==> config.mk <==
export PLATFORM = sky130hd
export DESIGN_NAME = conv1_layer_scheduler
export DESIGN_NICKNAME = d
export VERILOG_FILES = /design/src/rtl/cnn_ctrl_pkg.sv /design/src/rtl/conv1_result_drain.sv /design/src/rtl/conv1_layer_scheduler.sv
export SDC_FILE = /design/constraint.sdc
export NUM_CORES = 1
export LEC_CHECK = 0
export ABC_CLOCK_PERIOD_IN_PS = 5430
export BUFFER_PORTS_ARGS = -buffer_cell sky130_fd_sc_hd__buf_2
export CAP_MARGIN = 5
export CORE_ASPECT_RATIO = 0.8
export CORE_MARGIN = 2
export CORE_UTILIZATION = 53
export CTS_BUF_LIST = sky130_fd_sc_hd__clkbuf_8
export CTS_CLUSTER_DIAMETER = 30
export DETAILED_ROUTE_END_ITERATION = 12
export PLACE_DENSITY_LB_ADDON = 0.2
export RECOVER_POWER = 100
export SYNTH_ARGS = -nofsm -noshare
export SYNTH_HDL_FRONTEND = slang
export SYNTH_SLANG_ARGS = --single-unit
==> constraint.sdc <==
create_clock -name clk -period 5.43 [get_ports clk]
set_input_delay 0.543 -clock clk [delete_from_list [all_inputs] [get_ports clk]]
set_output_delay 0.543 -clock clk [all_outputs]
set_load 0.02 [all_outputs]
==> src/rtl/cnn_ctrl_pkg.sv <==
// rtl/cnn_ctrl_pkg.sv - shared control types and constants for the conv layer sequencers
package cnn_ctrl_pkg;

  // Result memories return q one cycle after the address is presented
  localparam int RD_LATENCY = 1;

  // Channel index as carried on the pooling stream
  localparam int CH_IDX_WIDTH = 3;
  typedef logic [CH_IDX_WIDTH-1:0] ch_idx_t;

  // Sequencer state encoding, shared by the launch FSM and the drain engine
  typedef logic [2:0] state_t;
  localparam state_t ST_IDLE    = 3'd0;
  localparam state_t ST_LAUNCH  = 3'd1;
  localparam state_t ST_WAIT    = 3'd2;
  localparam state_t ST_RD_ADDR = 3'd3;
  localparam state_t ST_RD_WAIT = 3'd4;
  localparam state_t ST_RD_OUT  = 3'd5;
  localparam state_t ST_FINISH  = 3'd6;
  localparam state_t ST_ERROR   = 3'd7;

endpackage

==> src/rtl/conv1_result_drain.sv <==
// rtl/conv1_result_drain.sv - channel-major drain of all branch result memories into one stream
module conv1_result_drain
  import cnn_ctrl_pkg::*;
#(
  parameter int DATA_WIDTH   = 16,
  parameter int ADDR_WIDTH   = 10,
  parameter int NUM_FILTERS  = 6,
  parameter int RESULT_DEPTH = 576
) (
  input  logic                              clk,
  input  logic                              reset,
  input  logic                              start_drain,
  input  logic [NUM_FILTERS*DATA_WIDTH-1:0] branch_result,
  input  logic                              out_ready,
  output logic [ADDR_WIDTH-1:0]             result_addr,
  output logic [DATA_WIDTH-1:0]             out_data,
  output ch_idx_t                           out_channel,
  output logic                              out_valid,
  output logic                              drain_done
);

  localparam int CH_W = $clog2(NUM_FILTERS);
  localparam logic [CH_W-1:0]       LAST_CH  = CH_W'(NUM_FILTERS - 1);
  localparam logic [ADDR_WIDTH-1:0] LAST_IDX = ADDR_WIDTH'(RESULT_DEPTH - 1);

  state_t                phase;
  logic [CH_W-1:0]       ch;
  logic [ADDR_WIDTH-1:0] idx;
  logic [ADDR_WIDTH-1:0] result_addr_q;
  logic [DATA_WIDTH-1:0] out_data_q;
  ch_idx_t               out_channel_q;
  logic [DATA_WIDTH-1:0] result_slice [NUM_FILTERS];
  logic                  last_word;
  logic                  last_ch;

  genvar g;
  generate
    for (g = 0; g < NUM_FILTERS; g++) begin : g_slice
      assign result_slice[g] = branch_result[g*DATA_WIDTH +: DATA_WIDTH];
    end
  endgenerate

  assign last_word = (idx == LAST_IDX);
  assign last_ch   = (ch == LAST_CH);

  // Address, wait one read-latency cycle, then hold the captured word until accepted
  always_ff @(posedge clk or negedge reset) begin
    if (!reset) begin
      phase         <= ST_IDLE;
      ch            <= '0;
      idx           <= '0;
      result_addr_q <= '0;
      out_data_q    <= '0;
      out_channel_q <= '0;
    end else begin
      case (phase)
        ST_IDLE: begin
          if (start_drain) begin
            ch    <= '0;
            idx   <= '0;
            phase <= ST_RD_ADDR;
          end
        end
        ST_RD_ADDR: begin
          result_addr_q <= idx;
          phase         <= ST_RD_WAIT;
        end
        ST_RD_WAIT: begin
          out_data_q    <= result_slice[ch];
          out_channel_q <= ch_idx_t'(ch);
          phase         <= ST_RD_OUT;
        end
        ST_RD_OUT: begin
          if (out_ready) begin
            if (!last_word) begin
              idx   <= idx + ADDR_WIDTH'(1);
              phase <= ST_RD_ADDR;
            end else if (!last_ch) begin
              ch    <= ch + CH_W'(1);
              idx   <= '0;
              phase <= ST_RD_ADDR;
            end else begin
              phase <= ST_IDLE;
            end
          end
        end
        default: phase <= ST_IDLE;
      endcase
    end
  end

  // The address is live during RD_ADDR and parked on the last one otherwise
  assign result_addr = (phase == ST_RD_ADDR) ? idx : result_addr_q;
  assign out_data    = out_data_q;
  assign out_channel = out_channel_q;
  assign out_valid   = (phase == ST_RD_OUT);
  assign drain_done  = out_valid && out_ready && last_word && last_ch;

endmodule

==> src/rtl/conv1_layer_scheduler.sv <==
// rtl/conv1_layer_scheduler.sv - launches conv1 branches in turn, then drains their results
module conv1_layer_scheduler
  import cnn_ctrl_pkg::*;
#(
  parameter int DATA_WIDTH     = 16,
  parameter int ADDR_WIDTH     = 10,
  parameter int NUM_FILTERS    = 6,
  parameter int RESULT_DEPTH   = 576,
  parameter int TIMEOUT_CYCLES = 65536
) (
  input  logic                              clk,
  input  logic                              reset,
  input  logic                              start,
  input  logic [2:0]                        read_select,
  output logic [2:0]                        branch_read_select,
  output logic [NUM_FILTERS-1:0]            branch_run,
  input  logic [NUM_FILTERS-1:0]            branch_done,
  input  logic [NUM_FILTERS*ADDR_WIDTH-1:0] branch_addr,
  output logic [ADDR_WIDTH-1:0]             img_addr,
  output logic [ADDR_WIDTH-1:0]             result_addr,
  input  logic [NUM_FILTERS*DATA_WIDTH-1:0] branch_result,
  output logic [DATA_WIDTH-1:0]             out_data,
  output logic [2:0]                        out_channel,
  output logic                              out_valid,
  input  logic                              out_ready,
  output logic                              busy,
  output logic                              done,
  output logic                              error
);

  localparam int CH_W = $clog2(NUM_FILTERS);
  localparam int WD_W = $clog2(TIMEOUT_CYCLES) + 1;
  localparam logic [CH_W-1:0] LAST_CH  = CH_W'(NUM_FILTERS - 1);
  localparam logic [WD_W-1:0] WD_LIMIT = WD_W'(TIMEOUT_CYCLES - 1);
  localparam logic [WD_W-1:0] WD_SAT   = {WD_W{1'b1}};

  state_t                state;
  logic [CH_W-1:0]       ch;
  logic [WD_W-1:0]       watchdog;
  logic [2:0]            read_select_q;
  logic                  error_q;
  logic                  ch_done;
  logic                  start_drain;
  logic                  drain_done;
  logic [ADDR_WIDTH-1:0] addr_slice [NUM_FILTERS];

  genvar g;
  generate
    for (g = 0; g < NUM_FILTERS; g++) begin : g_addr
      assign addr_slice[g] = branch_addr[g*ADDR_WIDTH +: ADDR_WIDTH];
    end
  endgenerate

  // Only the active branch's done is looked at; the others are don't-care
  assign ch_done     = branch_done[ch];
  assign start_drain = (state == ST_WAIT) && ch_done && (ch == LAST_CH);

  // Launch FSM; the top parks in ST_RD_ADDR while the drain engine walks its own phases
  always_ff @(posedge clk or negedge reset) begin
    if (!reset) begin
      state         <= ST_IDLE;
      ch            <= '0;
      watchdog      <= '0;
      read_select_q <= '0;
      error_q       <= 1'b0;
    end else begin
      case (state)
        ST_IDLE, ST_ERROR: begin
          if (start) begin
            read_select_q <= read_select;
            ch            <= '0;
            error_q       <= 1'b0;
            state         <= ST_LAUNCH;
          end
        end
        ST_LAUNCH: begin
          watchdog <= '0;
          state    <= ST_WAIT;
        end
        ST_WAIT: begin
          if (ch_done) begin
            if (ch == LAST_CH) begin
              ch    <= '0;
              state <= ST_RD_ADDR;
            end else begin
              ch    <= ch + CH_W'(1);
              state <= ST_LAUNCH;
            end
          end else if (watchdog == WD_LIMIT) begin
            error_q <= 1'b1;
            state   <= ST_ERROR;
          end else if (watchdog != WD_SAT) begin
            watchdog <= watchdog + WD_W'(1);
          end
        end
        ST_RD_ADDR: begin
          if (drain_done) state <= ST_FINISH;
        end
        ST_FINISH: state <= ST_IDLE;
        default:   state <= ST_IDLE;
      endcase
    end
  end

  conv1_result_drain #(
    .DATA_WIDTH  (DATA_WIDTH),
    .ADDR_WIDTH  (ADDR_WIDTH),
    .NUM_FILTERS (NUM_FILTERS),
    .RESULT_DEPTH(RESULT_DEPTH)
  ) u_drain (
    .clk          (clk),
    .reset        (reset),
    .start_drain  (start_drain),
    .branch_result(branch_result),
    .out_ready    (out_ready),
    .result_addr  (result_addr),
    .out_data     (out_data),
    .out_channel  (out_channel),
    .out_valid    (out_valid),
    .drain_done   (drain_done)
  );

  assign branch_read_select = read_select_q;
  assign branch_run = (state == ST_LAUNCH) ? (NUM_FILTERS'(1) << ch) : '0;
  assign img_addr   = (state == ST_WAIT) ? addr_slice[ch] : '0;
  assign busy       = (state != ST_IDLE) && (state != ST_ERROR);
  assign done       = (state == ST_FINISH);
  assign error      = error_q;

endmodule
==> flow_summary.toml, run 1 <==
[logic_synthesis]
ys.flop_type = "dfrtp_1"
syn-num-nets = 651
synthMostInstantiatedCell = "dfrtp_1"
synthMuxAreaShare_pct = 21.8
synth_area_leaders = "dfrtp_1, mux4_2, mux2_2, a21oi_1, a22oi_1"
synth_edf_count = 0
syn-mean-instance-area_um2 = 10.2
synthSimpleGateAreaFrac_pct = 17.4
yosysTopAreaCellShare_pct = 37.2
synth-async-reset-ratio_pct = 100
synth_common_cells = "dfrtp_1, nor2_1, mux2_2"
synthXorXnorAreaFrac_pct = 0
synthesis.area_um2 = 4850
yosys.area.top_type = "dfrtp_1"
ys_warn_count = 0
synth_top_family_by_area = "multiplexers"
synth_compound_area_share_pct = 17.7
syn_inst = 475
ys_seq_area_share_pct = 37.2
ys_types = 62
synth-seq-cells = 72
synth_fa_ha_area_share_pct = 1.81

[sta]
max_freq_ghz = 0.278
finalHoldViolations = 0
final_max_slew_viol_count = 38
fin_tns_setup_ps = 0
maxSlewHeadroom_pct = -11.2
grt_setup_unrepaired = "false"
fin_crit_ps = 3590
holdWs_ps = 318
skew_ps = 12.6
period_share_pct = 66.2
setup_viol = 0
worstMarginPinSlew_ps = 1670

[power_and_ir_drop]
peakVddDrop_uv = 192
leakage_nw = 2.78
power_mw = 1.46
clockPowerShare_pct = 29.0
sw_frac_of_total_pct = 33.2
p_comb_share_pct = 25.3
switchingPower_uw = 485
powerDensity_nw_per_um2 = 240
p_int_uw = 974
seq_power_share_pct = 45.7

[route]
via_count = 4704
routed_wirelength_mm = 13.5
first_pass_iters = 4
post-route-drc-count = 0
ant_nets = 0
vias_per_cell = 5.89
wl_per_cell_um = 16.8
drt-initial-drc-count = 357

[run]
maxCapViolCount = 1

[run_status]
status = "finished, violations left"
violations = "max-capacitance violations, max-slew violations"

[layout]
multi_input_area_um2 = 2820
syn_to_final_growth_pct = 25.2
fin_area_um2 = 6070
diodes = 0
nFillCells = 765
ff_latch_area_um2 = 1800
drive_gt1_share_pct = 38.2
finish.net_count = 855

[worst_setup_path]
critPathMaxFanout = 24
rr_endpoint = "u_drain.idx[0]$_DFFE_PN0P_"
critical_path_arrival_ps = 3820
cp_cell_sequence = "clkbuf_1 -> nand4b_1 -> o31ai_1 -> o31ai_1 -> mux2_2"
endpoint_kind = "register"
r2r_cells = 5
slowest_delay_ps = 920
crit_top_cell = "o31ai_1"
regToRegStartpoint = "ch[0]$_DFFE_PN0P_"
critPathLaunchType = "register"
cpMaxStageDelayCell = "clkbuf_1"
r2r_slack_ps = 1840
critPathKind = "register to register"
path_delay_family = "compound AO/OA/AOI/OAI gates"
cp.required_ps = 5660
path_buf_inv = 1

[clock_tree]
hold_buffers = 0
cts.sinks = 72
cts_root_buf = "clkbuf_8"
cts.htree.levels = 3
cts_resized = 0
post_cts_buffers = 0
insertion_delay_ps = 350
clkSlewWorstSetupHoldPaths_ps = 80
tritoncts = "built"
numCtsBuffers = 9
cts_max_path_buffers = 2

[min_path]
hold_path.class = "primary input to async pin"

[grt]
grt_pass1_vias = 4442
met2_usage_pct = 47.2
antenna_found_initial = 0
grt_start_max_net_pins = 56
grt.overflow.total = 0
use_met3_pct = 6.78
grt_pass1_wl_mm = 21.5
grt_util_all_layers_pct = 27.1
grt_busiest_layer = "met2"
use_met1_pct = 33.9

[die]
rows = 31
ios = 221
core_um2 = 8960
die-area_um2 = 9930
die_width_um = 111
die_h_um = 89.5
start_util_pct = 54.1

[placement]
portBuffers = 220
hpwl_mm = 10.3
post_dp_cell_area_um2 = 5980
globalplace.congestion = 0.942
power by group through the flow:
stage	Combinational (mW)	Sequential [mW]	Clock (mW)
final	0.369	0.667	0.423
after global routing	0.403	0.677	0.457
after CTS	0.395	0.664	0.430
after detailed placement	0.393	0.673	0
after global placement	0.386	0.671	0
after floorplan	0.157	0.737	0
metrics by stage:
step / setup WS [ps] / util (%) / cells
final: 1840 / 67.7 / 799
after global routing: 1430 / 67.7 / 799
after CTS: 2340 / 68.9 / 799
after detailed placement: 2350 / 66.7 / 783
after global placement: 2460 / 66.7 / 783
after floorplan: 2710 / - / 475
sequential cells by signal (all words and copies together) (netlist names):
| name | cells |
|---|---|
| error | 1 |
| u_drain.idx | 10 |
| state | 3 |
| u_drain.phase | 3 |
| watchdog | 17 |
| u_drain.out_channel | 3 |
| u_drain.result_addr_q | 10 |
| branch_read_select | 3 |
| ch | 3 |
| u_drain.out_data | 16 |
| u_drain.ch | 3 |
cell type report:
class	count	area share, %
clock buffer	9	2.04
clock inverter	7	1.20
inverter	14	0.907
multi-input combinational	359	46.4
sequential	72	29.7
tap	115	2.37
timing repair buffer	223	17.4
placed cells by master, fill, tap and decap left out, types with 4 or more instances in the layout:
cell / n
a21oi_1: 39
a22oi_1: 26
a31oi_1: 5
and3_1: 6
buf_2: 170
clkbuf_1: 52
clkbuf_8: 9
dfrtp_1: 72
ha_1: 7
inv_1: 12
mux2_1: 4
mux2_2: 37
mux4_2: 26
nand2_1: 28
nand2b_1: 7
nand3_1: 15
nand3b_1: 4
nor2_1: 52
nor3_1: 5
o21ai_0: 16
o31ai_1: 13
or3_1: 5
or4_1: 10
worst max path at each step:
stage	from	end	slack [ps]	depth (start not counted)
floorplan	watchdog[6]$_DFFE_PN0P_	watchdog[5]$_DFFE_PN0P_	2710	11
global placement	watchdog[6]$_DFFE_PN0P_	watchdog[11]$_DFFE_PN0P_	2460	10
detailed placement	watchdog[6]$_DFFE_PN0P_	watchdog[11]$_DFFE_PN0P_	2350	10
CTS	watchdog[6]$_DFFE_PN0P_	watchdog[11]$_DFFE_PN0P_	2340	10
global route	ch[0]$_DFFE_PN0P_	u_drain.idx[4]$_DFFE_PN0P_	1430	6
finish	ch[0]$_DFFE_PN0P_	u_drain.idx[0]$_DFFE_PN0P_	1840	5
worst reg2reg max path, stage by stage, from the launching register on:
cell	delay [ps]
dfrtp_1	640
clkbuf_1	920
nand4b_1	200
o31ai_1	840
o31ai_1	480
mux2_2	400
metal layers:
| layer | wire, um | part of all wire, % | up-vias |
|---|---|---|---|
| li1 | - | - | 2218 |
| met1 | 5400 | 40 | 2270 |
| met2 | 6850 | 51 | 202 |
| met3 | 1000 | 7.5 | 14 |
| met4 | 205 | 1.5 | 0 |
| met5 | 0 | 0 | - |
cell families after synthesis:
family / Yosys count
simple gates: 160
compound gates: 124
flops: 72
mux: 68
buf+inv: 44
fa+ha+maj: 7
Power figures use the tool's default switching activity.
==> inputs of run 2 (changes only) <==
--- a/config.mk
+++ b/config.mk
@@ -5,12 +5,12 @@
 export SDC_FILE = /design/constraint.sdc
 export NUM_CORES = 1
 export LEC_CHECK = 0
-export ABC_CLOCK_PERIOD_IN_PS = 5430
+export ABC_CLOCK_PERIOD_IN_PS = 3240
 export BUFFER_PORTS_ARGS = -buffer_cell sky130_fd_sc_hd__buf_2
 export CAP_MARGIN = 5
 export CORE_ASPECT_RATIO = 0.8
 export CORE_MARGIN = 2
-export CORE_UTILIZATION = 53
+export CORE_UTILIZATION = 44
 export CTS_BUF_LIST = sky130_fd_sc_hd__clkbuf_8
 export CTS_CLUSTER_DIAMETER = 30
 export DETAILED_ROUTE_END_ITERATION = 12
==> constraint.sdc (replaced) <==
create_clock -name clk -period 3.24 [get_ports clk]
set_input_delay 0.324 -clock clk [delete_from_list [all_inputs] [get_ports clk]]
set_output_delay 0.324 -clock clk [all_outputs]
set_load 0.02 [all_outputs]
==> flow_summary.toml, run 2 (synthesis results as in run 1) <==
[run_status]
status = "finished, violations left"
violations = "max-capacitance violations, max-slew violations"

[layout]
mostFrequentLayoutCells = "buf_2, dfrtp_1, nor2_1, clkbuf_1, a21oi_1"
syn_to_final_growth_pct = 26.8
drive_gt1_share_pct = 38.3
finish.net_count = 861
largest-register = "watchdog"
final_common_cell = "buf_2"
fin_area_um2 = 6150
largest_register_ffs = 17
nFillCells = 1004

[sta]
maxSlewHeadroom_pct = -20.4
final_max_slew_viol_count = 73
period_share_pct = 93.8
max_freq_ghz = 0.329
worstMarginPinSlew_ps = 1810
grt_setup_unrepaired = "false"
skew_ps = 6.42
setup_viol = 0
finalHoldViolations = 0
fin_crit_ps = 3040
fin_tns_setup_ps = 0

[clock_tree]
cts_max_path_buffers = 2
cts.htree.levels = 3
numCtsBuffers = 9
insertion_delay_ps = 350
tritoncts = "built"
post_cts_buffers = 0
hold_buffers = 0
cts_resized = 0
clkSlewWorstSetupHoldPaths_ps = 70
cts.sinks = 72
cts_root_buf = "clkbuf_8"

[grt]
grt.overflow.total = 0
antenna_found_initial = 1
grt_util_all_layers_pct = 22.5
grt_start_max_net_pins = 73
grt_pass1_vias = 4528
grt_pass1_wl_mm = 21.4

[power_and_ir_drop]
powerDensity_nw_per_um2 = 397
peakVddDrop_uv = 214
leakage_nw = 2.80

[route]
first_pass_iters = 5
routed_wirelength_mm = 13.3
ant_nets = 0
drt-initial-drc-count = 257
wl_per_cell_um = 15.9
vias_per_cell = 5.58
via_count = 4651
post-route-drc-count = 0

[worst_setup_path]
slowest_delay_ps = 540
critPathKind = "register to register"
cp.required_ps = 3520
cp_cell_sequence = "and4_1 -> and3_1 -> nand3_1 -> nor2_1 -> ha_1 -> or4b_4 -> a21oi_4 -> o41ai_4 -> or4_1 -> a21oi_1"
critPathMaxFanout = 13
r2r_cells = 10
rr_endpoint = "watchdog[11]$_DFFE_PN0P_"
regToRegStartpoint = "watchdog[6]$_DFFE_PN0P_"
path_buf_inv = 0
endpoint_kind = "register"
critPathLaunchType = "register"
path_delay_family = "simple AND/OR/NAND/NOR gates"
r2r_slack_ps = 200
cpMaxStageDelayCell = "or4_1"
critical_path_arrival_ps = 3310

[die]
rows = 34
start_util_pct = 44.9
die_width_um = 121
core_um2 = 10800
die_h_um = 97.9
die-area_um2 = 11900
ios = 221

[min_path]
holdPathEnd = "branch_read_select[0]$_DFFE_PN0P_"
hold_path.class = "primary input to register"
worstHoldStart = "read_select[0]"
hold_depth = 2

[placement]
portBuffers = 220
post_dp_cell_area_um2 = 6050
hpwl_mm = 10.0
globalplace.congestion = 0.822

[run]
maxCapViolCount = 1
==> run 2: area by class of cell <==
type | count | area (um2) | share of cell area [%]
multi-input cells | 360 | 2820 | 45.9
flip-flops and latches | 72 | 1800 | 29.3
repair buffers | 228 | 1090 | 17.7
well taps | 144 | 180 | 2.93
clock buffers | 10 | 138 | 2.24
clock inverters | 5 | 58.8 | 0.957
inverters | 14 | 55.1 | 0.896
diodes | 1 | 2.50 | 0.0407
==> run 2: per-stage QoR <==
stage          hold slack [ps]  std cells  power [mW]  utilization [%]  setup slack (ps)
3_3_place_gp               476        817        1.77             56.0               277
6_report                   209        834        2.44             56.9               201
5_1_grt                    188        834        2.58             56.9              15.0
4_1_cts                    140        832        2.50             57.8               135
2_1_floorplan             28.4        475        1.50                -               524
3_5_place_dp               480        817        1.78             56.0               162
==> run 2: routing by layer <==
metal | part of all wire, % | global-route usage [%] | vias to the layer above
li1 | - | - | 2230
met1 | 42 | 28.5 | 2238
met2 | 50 | 38.0 | 165
met3 | 5.8 | 5.32 | 18
met4 | 1.7 | 7.34 | 0
met5 | 0 | 0 | -
==> run 2: worst max-delay path by stage <==
| stage | startpoint | to | slack, ps | cells after the start |
|---|---|---|---|---|
| after floorplan | watchdog[6]$_DFFE_PN0P_ | watchdog[5]$_DFFE_PN0P_ | 520 | 11 |
| after global placement | watchdog[6]$_DFFE_PN0P_ | watchdog[11]$_DFFE_PN0P_ | 280 | 10 |
| after detailed placement | watchdog[6]$_DFFE_PN0P_ | watchdog[11]$_DFFE_PN0P_ | 160 | 10 |
| after CTS | watchdog[6]$_DFFE_PN0P_ | watchdog[11]$_DFFE_PN0P_ | 140 | 10 |
| after global routing | watchdog[6]$_DFFE_PN0P_ | watchdog[13]$_DFFE_PN0P_ | 20 | 10 |
| final | watchdog[6]$_DFFE_PN0P_ | watchdog[11]$_DFFE_PN0P_ | 200 | 10 |
==> run 2: worst reg2reg max path, cell delays in order (launching register included) <==
cell,delay (ps)
dfrtp_1,420
and4_1,260
and3_1,190
nand3_1,130
nor2_1,90
ha_1,240
or4b_4,510
a21oi_4,240
o41ai_4,200
or4_1,540
a21oi_1,150
==> run 2: power breakdown <==
group | total [mW] | internal [mW] | switching [mW]
registers | 1.12 | 1.03 | 0.0877
clock network | 0.713 | 0.372 | 0.341
logic | 0.609 | 0.246 | 0.363
==> inputs of run 3 (changes only) <==
--- a/config.mk
+++ b/config.mk
@@ -14,6 +14,7 @@
 export CTS_BUF_LIST = sky130_fd_sc_hd__clkbuf_8
 export CTS_CLUSTER_DIAMETER = 30
 export DETAILED_ROUTE_END_ITERATION = 12
+export MAX_ROUTING_LAYER = met4
 export PLACE_DENSITY_LB_ADDON = 0.2
 export RECOVER_POWER = 100
 export SYNTH_ARGS = -nofsm -noshare
==> constraint.sdc (replaced) <==
create_clock -name clk -period 3.24 [get_ports clk]
set_input_delay 0.324 -clock clk [delete_from_list [all_inputs] [get_ports clk]]
set_output_delay 0.324 -clock clk [all_outputs]
set_load 0.1 [all_outputs]
==> flow_summary.toml, run 3 (synthesis results as in run 1) <==
[min_path]
hold_path.class = "primary input to register"
hold_depth = 2
holdPathEnd = "branch_read_select[1]$_DFFE_PN0P_"
worstHoldStart = "read_select[1]"

[clock_tree]
cts.htree.levels = 3
cts_root_buf = "clkbuf_8"
post_cts_buffers = 0
clkSlewWorstSetupHoldPaths_ps = 70
numCtsBuffers = 9
insertion_delay_ps = 360
tritoncts = "built"
cts_max_path_buffers = 2
cts.sinks = 72

[layout]
drive_gt1_share_pct = 42.0
diodes = 0
multi_input_area_um2 = 2820
largest_register_ffs = 17
fin_area_um2 = 6200
nFillCells = 1027
mostFrequentLayoutCells = "buf_2, dfrtp_1, nor2_1"
finish.net_count = 866
syn_to_final_growth_pct = 27.9
ff_latch_area_um2 = 1800
final_common_cell = "buf_2"
largest-register = "watchdog"

[run]
maxCapViolCount = 1

[power_and_ir_drop]
peakVddDrop_uv = 479
powerDensity_nw_per_um2 = 490
leakage_nw = 2.88

[worst_setup_path]
r2r_cells = 10
critical_path_arrival_ps = 3310
critPathKind = "register to register"
endpoint_kind = "register"
critPathLaunchType = "register"
r2r_slack_ps = 210
regToRegStartpoint = "watchdog[6]$_DFFE_PN0P_"
cp.required_ps = 3520
cpMaxStageDelayCell = "or4_1"
slowest_delay_ps = 540
rr_endpoint = "watchdog[11]$_DFFE_PN0P_"
path_delay_family = "simple AND/OR/NAND/NOR gates"
path_buf_inv = 0
cp_cell_sequence = "and4_1 -> and3_1 -> nand3_1 -> nor2_1 -> ha_1 -> or4b_4 -> a21oi_4 -> o41ai_4 -> or4_1 -> a21oi_1"
critPathMaxFanout = 20

[route]
wl_per_cell_um = 16.0
post-route-drc-count = 0
vias_per_cell = 5.56
drt-met1-wl_mm = 5.79
via_count = 4669
ant_nets = 0
wl_met3_um = 673
top_layer = "met4"
routed_wirelength_mm = 13.4
drt-initial-drc-count = 304
wl_met2_mm = 6.73
first_pass_iters = 5

[grt]
grt.overflow.total = 0
grt_pass1_wl_mm = 22.4
grt_start_max_net_pins = 73
grt_pass1_vias = 4676
antenna_found_initial = 0
grt_util_all_layers_pct = 24.1

[sta]
fin_tns_setup_ps = 0
setup_viol = 0
fin_crit_ps = 3030
grt_setup_unrepaired = "false"
layout_setup_ws_ps = 207
max_freq_ghz = 0.330
holdWs_ps = 203
finalHoldViolations = 0
final_max_slew_viol_count = 73
worstMarginPinSlew_ps = 1780
skew_ps = 12.5
period_share_pct = 93.6
maxSlewHeadroom_pct = -18.7

[die]
die-area_um2 = 11900
core_um2 = 10800
ios = 221
die_h_um = 97.9
rows = 34
start_util_pct = 44.9
die_width_um = 121

[placement]
globalplace.congestion = 0.882
hpwl_mm = 10.4
post_dp_cell_area_um2 = 6100
dpl_worst_slack_ps = 246
portBuffers = 220

[run_status]
status = "finished, violations left"
violations = "max-capacitance violations, max-slew violations"
## run 3: worst max path at each step
stage / from / to / cells past startpoint
2_1_floorplan: ch[0]$_DFFE_PN0P_ / branch_run[0] / 4
3_3_place_gp: watchdog[6]$_DFFE_PN0P_ / watchdog[11]$_DFFE_PN0P_ / 10
3_5_place_dp: watchdog[6]$_DFFE_PN0P_ / watchdog[11]$_DFFE_PN0P_ / 10
4_1_cts: watchdog[6]$_DFFE_PN0P_ / watchdog[11]$_DFFE_PN0P_ / 10
5_1_grt: watchdog[6]$_DFFE_PN0P_ / watchdog[2]$_DFFE_PN0P_ / 11
6_report: watchdog[6]$_DFFE_PN0P_ / watchdog[11]$_DFFE_PN0P_ / 10
## run 3: where the power goes
group	internal, mW	switching (mW)	total (mW)
logic	0.249	1.02	1.27
clock network	0.301	0.355	0.656
registers	1.03	0.0870	1.12
## run 3: layout make-up
class	instances	area share [%]
Clock buffer	10	2.22
Clock inverter	6	0.726
Inverter	14	0.888
Multi-Input combinational cell	359	45.4
Sequential cell	72	29.1
Tap cell	144	2.90
Timing Repair Buffer	234	18.8
## run 3: metal layers
layer	track usage [%]	vias to the layer above
li1	-	2243
met5	-	-
met2	39.1	153
met3	4.67	19
met4	7.43	0
met1	30.7	2254
## run 3: per-stage QoR
stage / power [mW] / utilization (%) / std cells
6_report: 3.04 / 57.4 / 839
5_1_grt: 3.19 / 57.4 / 839
4_1_cts: 3.10 / 58.3 / 839
3_5_place_dp: 2.44 / 56.5 / 822
3_3_place_gp: 2.41 / 56.5 / 822
2_1_floorplan: 2.13 / - / 475
## run 3: repair_timing
item | 4_1_cts | 5_1_grt
hold endpoints to repair | 53 | 0
hold buffers | 1 | 0
gates resized for setup | 0 | 0
